--- src/rtl/ball_pkg.sv ---
// Shared constants and state type for the ball kinematics blocks.
// Positions and speeds are 32-bit signed fixed point with a 6-bit fraction.
package ball_pkg;

    localparam int unsigned COORD_W = 32;

    localparam int FIXED_POINT_MULTIPLIER = 64;
    localparam int unsigned FIXED_SHIFT = $clog2(FIXED_POINT_MULTIPLIER);

    localparam int SCREEN_W     = 640;
    localparam int SCREEN_H     = 480;
    localparam int BALL_W       = 32;
    localparam int BALL_H       = 32;
    localparam int GRAVITY      = 4;
    localparam int MAX_Y_SPEED  = 512;
    localparam int BOUNCE_SPEED = 400;
    localparam int BLINK_FRAMES = 16;

    // Largest top-left pixel coordinates that keep the ball on screen
    localparam int X_MAX = SCREEN_W - BALL_W;
    localparam int Y_MAX = SCREEN_H - BALL_H;

    localparam int unsigned BLINK_CNT_W = $clog2(BLINK_FRAMES + 1);

    typedef enum logic [1:0] {
        IDLE,
        ACTIVE,
        DYING
    } ball_state_t;

endpackage

--- src/rtl/ball_motion_ctrl_if.sv ---
// Spawn/frame/hit inputs and position/status outputs of one ball.
// The master side (game logic) drives events; the slave side is the ball.
interface ball_motion_ctrl_if;
    import ball_pkg::*;

    logic                        startOfFrame;
    logic                        spawn;
    logic signed [COORD_W-1:0]   spawnX;
    logic signed [COORD_W-1:0]   spawnY;
    logic signed [COORD_W-1:0]   Xspeed_in;
    logic signed [COORD_W-1:0]   Yspeed_in;
    logic                        hit;

    logic signed [COORD_W-1:0]   topLeftX;
    logic signed [COORD_W-1:0]   topLeftY;
    logic                        ballActive;
    logic                        ballVisible;
    logic                        ballDone;

    modport master (
        output startOfFrame, spawn, spawnX, spawnY, Xspeed_in, Yspeed_in, hit,
        input  topLeftX, topLeftY, ballActive, ballVisible, ballDone
    );

    modport slave (
        input  startOfFrame, spawn, spawnX, spawnY, Xspeed_in, Yspeed_in, hit,
        output topLeftX, topLeftY, ballActive, ballVisible, ballDone
    );

endinterface

--- src/rtl/ball_bounce_calc.sv ---
// Next-frame speeds from the current pixel position: wall reflection in X,
// floor/ceiling bounce plus gravity with a downward clamp in Y.
module ball_bounce_calc
    import ball_pkg::*;
(
    input  logic signed [COORD_W-1:0] pos_x,
    input  logic signed [COORD_W-1:0] pos_y,
    input  logic signed [COORD_W-1:0] xs,
    input  logic signed [COORD_W-1:0] ys,
    output logic signed [COORD_W-1:0] xs_next_c,
    output logic signed [COORD_W-1:0] ys_next_c
);

    logic signed [COORD_W-1:0] ys_grav;

    // Reflect X only when moving further into a side wall
    always_comb begin
        xs_next_c = xs;
        if ((pos_x <= 0 && xs < 0) || (pos_x >= X_MAX && xs > 0)) begin
            xs_next_c = -xs;
        end
    end

    // Floor bounce replaces gravity for that frame; ceiling bounce keeps it
    always_comb begin
        ys_grav   = ys + GRAVITY;
        ys_next_c = ys_grav;
        if (pos_y >= Y_MAX && ys > 0) begin
            ys_next_c = -BOUNCE_SPEED;
        end else if (pos_y <= 0 && ys < 0) begin
            ys_next_c = -ys + GRAVITY;
        end else if (ys_grav > MAX_Y_SPEED) begin
            ys_next_c = MAX_Y_SPEED;
        end
    end

endmodule

--- src/rtl/ball_motion_ctrl.sv ---
// Per-ball kinematics: spawn latch, per-frame fixed-point integration with
// bounces, and a blinking death sequence that ends in a one-cycle done pulse.
module ball_motion_ctrl
    import ball_pkg::*;
(
    input  logic                 clk,
    input  logic                 reset,
    ball_motion_ctrl_if.slave    bus
);

    ball_state_t                 state_q, state_d;
    logic signed [COORD_W-1:0]   pos_x_q, pos_x_d;
    logic signed [COORD_W-1:0]   pos_y_q, pos_y_d;
    logic signed [COORD_W-1:0]   xs_q, xs_d;
    logic signed [COORD_W-1:0]   ys_q, ys_d;
    logic [BLINK_CNT_W-1:0]      blink_q, blink_d;
    logic                        visible_q, visible_d;
    logic                        active_q, active_d;
    logic                        done_q, done_d;

    logic signed [COORD_W-1:0]   pix_x, pix_y;
    logic signed [COORD_W-1:0]   xs_bnc, ys_bnc;

    assign pix_x = pos_x_q >>> FIXED_SHIFT;
    assign pix_y = pos_y_q >>> FIXED_SHIFT;

    ball_bounce_calc u_bounce (
        .pos_x     (pix_x),
        .pos_y     (pix_y),
        .xs        (xs_q),
        .ys        (ys_q),
        .xs_next_c (xs_bnc),
        .ys_next_c (ys_bnc)
    );

    always_ff @(posedge clk or posedge reset) begin
        if (reset) begin
            state_q   <= IDLE;
            pos_x_q   <= '0;
            pos_y_q   <= '0;
            xs_q      <= '0;
            ys_q      <= '0;
            blink_q   <= '0;
            visible_q <= 1'b0;
            active_q  <= 1'b0;
            done_q    <= 1'b0;
        end else begin
            state_q   <= state_d;
            pos_x_q   <= pos_x_d;
            pos_y_q   <= pos_y_d;
            xs_q      <= xs_d;
            ys_q      <= ys_d;
            blink_q   <= blink_d;
            visible_q <= visible_d;
            active_q  <= active_d;
            done_q    <= done_d;
        end
    end

    // The done pulse is raised while still in DYING, so a spawn in that cycle is dropped
    always_comb begin
        state_d   = state_q;
        pos_x_d   = pos_x_q;
        pos_y_d   = pos_y_q;
        xs_d      = xs_q;
        ys_d      = ys_q;
        blink_d   = blink_q;
        visible_d = visible_q;
        done_d    = 1'b0;

        case (state_q)
            IDLE: begin
                if (bus.spawn) begin
                    pos_x_d   = bus.spawnX * FIXED_POINT_MULTIPLIER;
                    pos_y_d   = bus.spawnY * FIXED_POINT_MULTIPLIER;
                    xs_d      = bus.Xspeed_in;
                    ys_d      = bus.Yspeed_in;
                    visible_d = 1'b1;
                    state_d   = ACTIVE;
                end
            end
            ACTIVE: begin
                if (bus.hit) begin
                    blink_d   = '0;
                    visible_d = 1'b0;
                    state_d   = DYING;
                end else if (bus.startOfFrame) begin
                    xs_d    = xs_bnc;
                    ys_d    = ys_bnc;
                    pos_x_d = pos_x_q + xs_bnc;
                    pos_y_d = pos_y_q + ys_bnc;
                end
            end
            DYING: begin
                if (blink_q == BLINK_CNT_W'(BLINK_FRAMES)) begin
                    visible_d = 1'b0;
                    state_d   = IDLE;
                end else if (bus.startOfFrame) begin
                    blink_d   = blink_q + BLINK_CNT_W'(1);
                    visible_d = ~visible_q;
                    done_d    = (blink_d == BLINK_CNT_W'(BLINK_FRAMES));
                end
            end
            default: begin
                state_d = IDLE;
            end
        endcase

        active_d = (state_d != IDLE);
    end

    assign bus.topLeftX    = pix_x;
    assign bus.topLeftY    = pix_y;
    assign bus.ballActive  = active_q;
    assign bus.ballVisible = visible_q;
    assign bus.ballDone    = done_q;

endmodule

--- src/flat_wrapper.sv ---
// flat-port wrapper written by rule: the top's interface ports become plain ports
module ball_motion_ctrl_flat import ball_pkg::*;
  (clk, reset, bus_startOfFrame, bus_spawn, bus_spawnX, bus_spawnY, bus_Xspeed_in, bus_Yspeed_in, bus_hit, bus_topLeftX, bus_topLeftY, bus_ballActive, bus_ballVisible, bus_ballDone);
  ball_motion_ctrl_if bus_i ();
  input  logic clk;
  input  logic reset;
  input wire logic [$bits(bus_i.startOfFrame)-1:0] bus_startOfFrame;
  input wire logic [$bits(bus_i.spawn)-1:0] bus_spawn;
  input wire logic [$bits(bus_i.spawnX)-1:0] bus_spawnX;
  input wire logic [$bits(bus_i.spawnY)-1:0] bus_spawnY;
  input wire logic [$bits(bus_i.Xspeed_in)-1:0] bus_Xspeed_in;
  input wire logic [$bits(bus_i.Yspeed_in)-1:0] bus_Yspeed_in;
  input wire logic [$bits(bus_i.hit)-1:0] bus_hit;
  output wire logic [$bits(bus_i.topLeftX)-1:0] bus_topLeftX;
  output wire logic [$bits(bus_i.topLeftY)-1:0] bus_topLeftY;
  output wire logic [$bits(bus_i.ballActive)-1:0] bus_ballActive;
  output wire logic [$bits(bus_i.ballVisible)-1:0] bus_ballVisible;
  output wire logic [$bits(bus_i.ballDone)-1:0] bus_ballDone;
  assign bus_i.startOfFrame = bus_startOfFrame;
  assign bus_i.spawn = bus_spawn;
  assign bus_i.spawnX = bus_spawnX;
  assign bus_i.spawnY = bus_spawnY;
  assign bus_i.Xspeed_in = bus_Xspeed_in;
  assign bus_i.Yspeed_in = bus_Yspeed_in;
  assign bus_i.hit = bus_hit;
  assign bus_topLeftX = bus_i.topLeftX;
  assign bus_topLeftY = bus_i.topLeftY;
  assign bus_ballActive = bus_i.ballActive;
  assign bus_ballVisible = bus_i.ballVisible;
  assign bus_ballDone = bus_i.ballDone;
  ball_motion_ctrl u_core (.clk(clk), .reset(reset), .bus(bus_i));
endmodule
--- config.mk ---
export PLATFORM = sky130hd
export DESIGN_NAME = ball_motion_ctrl_flat
export DESIGN_NICKNAME = d
export VERILOG_FILES = /design/src/rtl/ball_pkg.sv /design/src/rtl/ball_motion_ctrl_if.sv /design/src/rtl/ball_bounce_calc.sv /design/src/rtl/ball_motion_ctrl.sv /design/src/flat_wrapper.sv
export SDC_FILE = /design/constraint.sdc
export NUM_CORES = 1
export LEC_CHECK = 0
export CAP_MARGIN = 15
export CORE_AREA = 4 4 175 177
export CTS_CLUSTER_DIAMETER = 120
export DETAILED_ROUTE_END_ITERATION = 16
export DIE_AREA = 0 0 179 181
export PLACE_DENSITY = 0.67
export SYNTH_ARGS = -nofsm -noshare
export SYNTH_HDL_FRONTEND = slang
export SYNTH_HIERARCHICAL = 1
export SYNTH_SLANG_ARGS = --single-unit
--- constraint.sdc ---
create_clock -name clk -period 6.5 [get_ports clk]
set_input_delay 1.625 -clock clk [delete_from_list [all_inputs] [get_ports clk]]
set_output_delay 1.625 -clock clk [all_outputs]
set_load 0.02 [all_outputs]
==> summary.md <==
| Metric | Value |
|---|---|
| Setup violators final | `0` |
| Cell with the biggest individual delay on the critical path | `nor4_4` |
| Gate family responsible for the most delay along the worst path | `compound AO/OA/AOI/OAI gates` |
| Number of rows in the core area | `63` |
| Slew at the pin closest to its max-slew limit | `0.923 ns` |
| Utilization after layout | `0.520` |
| Post-route setup TNS | `0 ns` |
| Crit path capture type | `flip-flop` |
| Area of combinational cells with multiple inputs | `roughly 8400 um2` |
| Worst path bufs/invs | `0` |
| GR met3 Demand/Resource | `0.0343` |
| Most frequent standard cell in the layout excluding fill and tap cells | `nand2_1` |
| Hold Crit Class | `flip-flop to flip-flop` |
| Clock sink total | `around 140` |
| Crit Path Class | `flip-flop to flip-flop` |
| Via count of the first global-routing pass | `~12k` |
| Area leader, netlist | `dfrtp_1` |
| Placed Cells incl. Taps | `2,162` |
| DP HPWL | `slightly above 30,000 um` |
| Routed vias/inst | `5.95` |
| IO buf count | `187` |
| Clock insertion delay at the later pin of the skew report | `0.44 ns` |
| Max FO, Critical Path | `10` |
| Flip-flop and latch count after synthesis | `roughly 140` |
| Tmin final | `6.18 ns` |
| Slew margin rel. | `0.385` |
| Most frequent cells in the layout | `nand2_1, clkdlybuf4s50_1, nor2_1` |
| Grt peak-use layer | `met2` |
| Diodes inserted | `0` |
| Number of H-tree levels | `4` |
| Skew final | `around 0.019 ns` |
| Cell-by-cell trace of the critical path | `ha_1 -> nand3_1 -> nor4_4 -> a31oi_1 -> nor4b_1 -> nand4_1 -> o41ai_4 -> a221oi_1 -> o21ai_0 -> ha_1 -> a21o_1 -> a2111o_1 -> and3_2 -> nor3_2 -> nor4_1 -> o31ai_2 -> mux2i_1 -> nor2_1` |
| Distinct cells, synth | `a little under 90` |
| Number of synthesized flops with an enable pin | `0` |
| Number of buffers created by CTS | `17` |
| Master cell of the clock root buffer | `clkbuf_16` |
| Post-DR wirelength/cell | `approximately 19 um` |
| Required time at the worst-slack endpoint | `between 6 and 7 ns` |
| Via total after detailed routing | `between 10k and 15k` |
| Worst EP arrival | `roughly 6.5 ns` |
| Floorplan die area | `~32,000 um2` |
| Count of nets after finishing | `~2k` |
| Wire length of the first global-routing pass | `65,300 um` |
| Synth top area cells | `dfrtp_1, nand2_1, ha_1, nor2_1, a31oi_1` |
| Achievable frequency | `~160 MHz` |
| CP most frequent cell | `ha_1` |
| # hold bufs at CTS | `0` |
| Share of layout cells above drive strength 1 | `0.0565` |
| GRT met2 Usage | `0.418` |
| Primary FF master, synth | `dfrtp_1` |
| RD Place Congestion | `around 0.94` |
| Routed WL | `41,000 um` |
| Max Root-Sink Buffers | `2` |
| Number of cells produced by synthesis | `~1.7k` |
| Die Span Y | `between 150 and 200 um` |
| Final worst-path cycle share | `0.951` |
| Mapped Area | `between 10,000 and 15,000 um2` |
| Synth warn | `6` |
| Status | `finished, final reports clean` |
| Final cell count without fillers | `about 2.2k` |
| Share of synthesized area occupied by flip-flops and latches | `0.267` |
| Total placed instance area | `14,600 um2` |
| Total GRT Usage | `0.248` |
| Post-synthesis net count | `1,936` |
| Seq. cell area | `~3500 um2` |
| Post-DRT Antenna Nets | `0` |
| Initial drt markers | `1,317` |
| Core area | `~30,000 um2` |
| Detailed-routing iteration count for the pre-antenna-repair pass | `5` |
| Average cell area after synthesis | `7.47 um2` |
| Yosys top cell area share | `0.267` |
| Maximum number of pins on one net before global-route repair | `around 180` |
| Peak per-stage delay on the critical path | `0.55 ns` |
| Total non-filler cell area in the finished layout | `~15,000 um2` |
| Pins over their slew limit | `0` |
| Unrepaired setup endpoints after global routing | `no` |
| Type of element launching the critical path | `flip-flop` |
| Total of fill cells in the finished design | `2,802` |
| Met1 routing resource usage after global routing | `0.328` |
| Horiz. Die Dim | `179 um` |
| Post-route DRC violation count | `0` |
| P&R area growth vs syn | `17.7%` |
| TritonCTS clock tree | `built` |
| Max cap viols | `0` |
| Number of antenna violations at the first check in global routing | `1` |
| Hold Vio Cnt, Final | `0` |
| Clock-pin slew on the worst setup and hold paths | `0.08 ns` |
| Total overflow reported by the global router | `0` |
| Initial Utilization | `0.442` |
| Ports placed on the boundary | `200` |
| Async set-reset flop share out of synthesis | `1.00` |
==> through the flow <==
stage	worst slack, ns	hold WS [ns]
after floorplan	1.18	0.445
after global placement	0.574	0.458
after detailed placement	0.520	0.472
after CTS	0.434	0.494
after global routing	0.0376	0.522
final	0.321	0.490
==> path summary, 6_finish.rpt <==
check                      slack [ns]  depth (start not counted)                              to                           from
min in group asynchronous        1.73                          2  u_core/pos_x_q[25]$_DFFE_PP0P_                          reset
min                              0.49                          1   u_core/pos_x_q[4]$_DFFE_PP0P_  u_core/pos_x_q[4]$_DFFE_PP0P_
max reg2reg                      0.32                         18  u_core/pos_y_q[31]$_DFFE_PP0P_     u_core/ys_q[3]$_DFFE_PP0P_
min reg2reg                      0.49                          1   u_core/pos_x_q[4]$_DFFE_PP0P_  u_core/pos_x_q[4]$_DFFE_PP0P_
max in group asynchronous        3.65                          3     u_core/ys_q[21]$_DFFE_PP0P_                          reset
max                              0.32                         18  u_core/pos_y_q[31]$_DFFE_PP0P_     u_core/ys_q[3]$_DFFE_PP0P_
==> cells in the mapped netlist (10+ instances only) <==
master / number
a21o_1: 34
inv_1: 45
dfrtp_1: 138
o21a_1: 13
a21oi_1: 124
xor2_1: 51
o31ai_1: 10
nand4_1: 27
buf_1: 12
ha_1: 71
and3_1: 25
and2_1: 15
xnor2_1: 47
or3_1: 14
clkbuf_1: 80
buf_4: 68
nor2_1: 178
nor3_1: 39
o21ai_0: 102
nand3_1: 36
nand2_1: 264
nor2b_1: 14
nand2b_1: 13
a31oi_1: 102
nor4_1: 31
==> worst register-to-register path, stage by stage, from the launching register on <==
cell,delay (ns)
dfrtp_1,0.52
ha_1,0.37
nand3_1,0.21
nor4_4,0.55
a31oi_1,0.19
nor4b_1,0.50
nand4_1,0.25
o41ai_4,0.48
a221oi_1,0.16
o21ai_0,0.46
ha_1,0.41
a21o_1,0.23
a2111o_1,0.49
and3_2,0.26
nor3_2,0.28
nor4_1,0.11
o31ai_2,0.25
mux2i_1,0.25
nor2_1,0.06
==> layout make-up <==
type / count / area share
clock buffer: 17 / 0.0280
multi-input combinational: 1378 / 0.554
sequential: 138 / 0.227
tap: 390 / 0.0321
inverter: 45 / 0.0114
clock inverter: 15 / 0.0100
timing repair buffer: 213 / 0.138
==> sequential cells by signal, summed over array words and instances, names as in the netlist <==
name                    flops
u_core/blink_q              5
u_core/bus.ballVisible      1
u_core/bus.ballDone         1
u_core/xs_q                32
u_core/bus.ballActive       1
u_core/state_q              2
u_core/pos_x_q             32
u_core/ys_q                32
u_core/pos_y_q             32
==> layer usage <==
layer  share of wire  wire [um]
met5         0.00049         20
met4           0.029       1200
met3           0.059       2410
met2            0.49      19900
met1            0.43      17500
==> what timing repair did <==
item                                    in CTS  in global routing
gates resized for setup                      0                  1
endpoints found under the setup margin       0                  1
buffers inserted                             0                  2
==> cells by family after synthesis <==
group                      after synthesis  synth area share
buffers and inverters                  214            0.0828
AOI/OAI and AO/OA                      496             0.248
xor gates and xnor gates                98            0.0664
adders and majority gates               73            0.0719
DFF                                    138             0.267
muxes                                    8           0.00668
and+or+nand+nor                        703             0.257
Power is left out: the tool's default activity adds up to more than one toggle a clock period on the data nets, which glitch-free logic cannot reach.
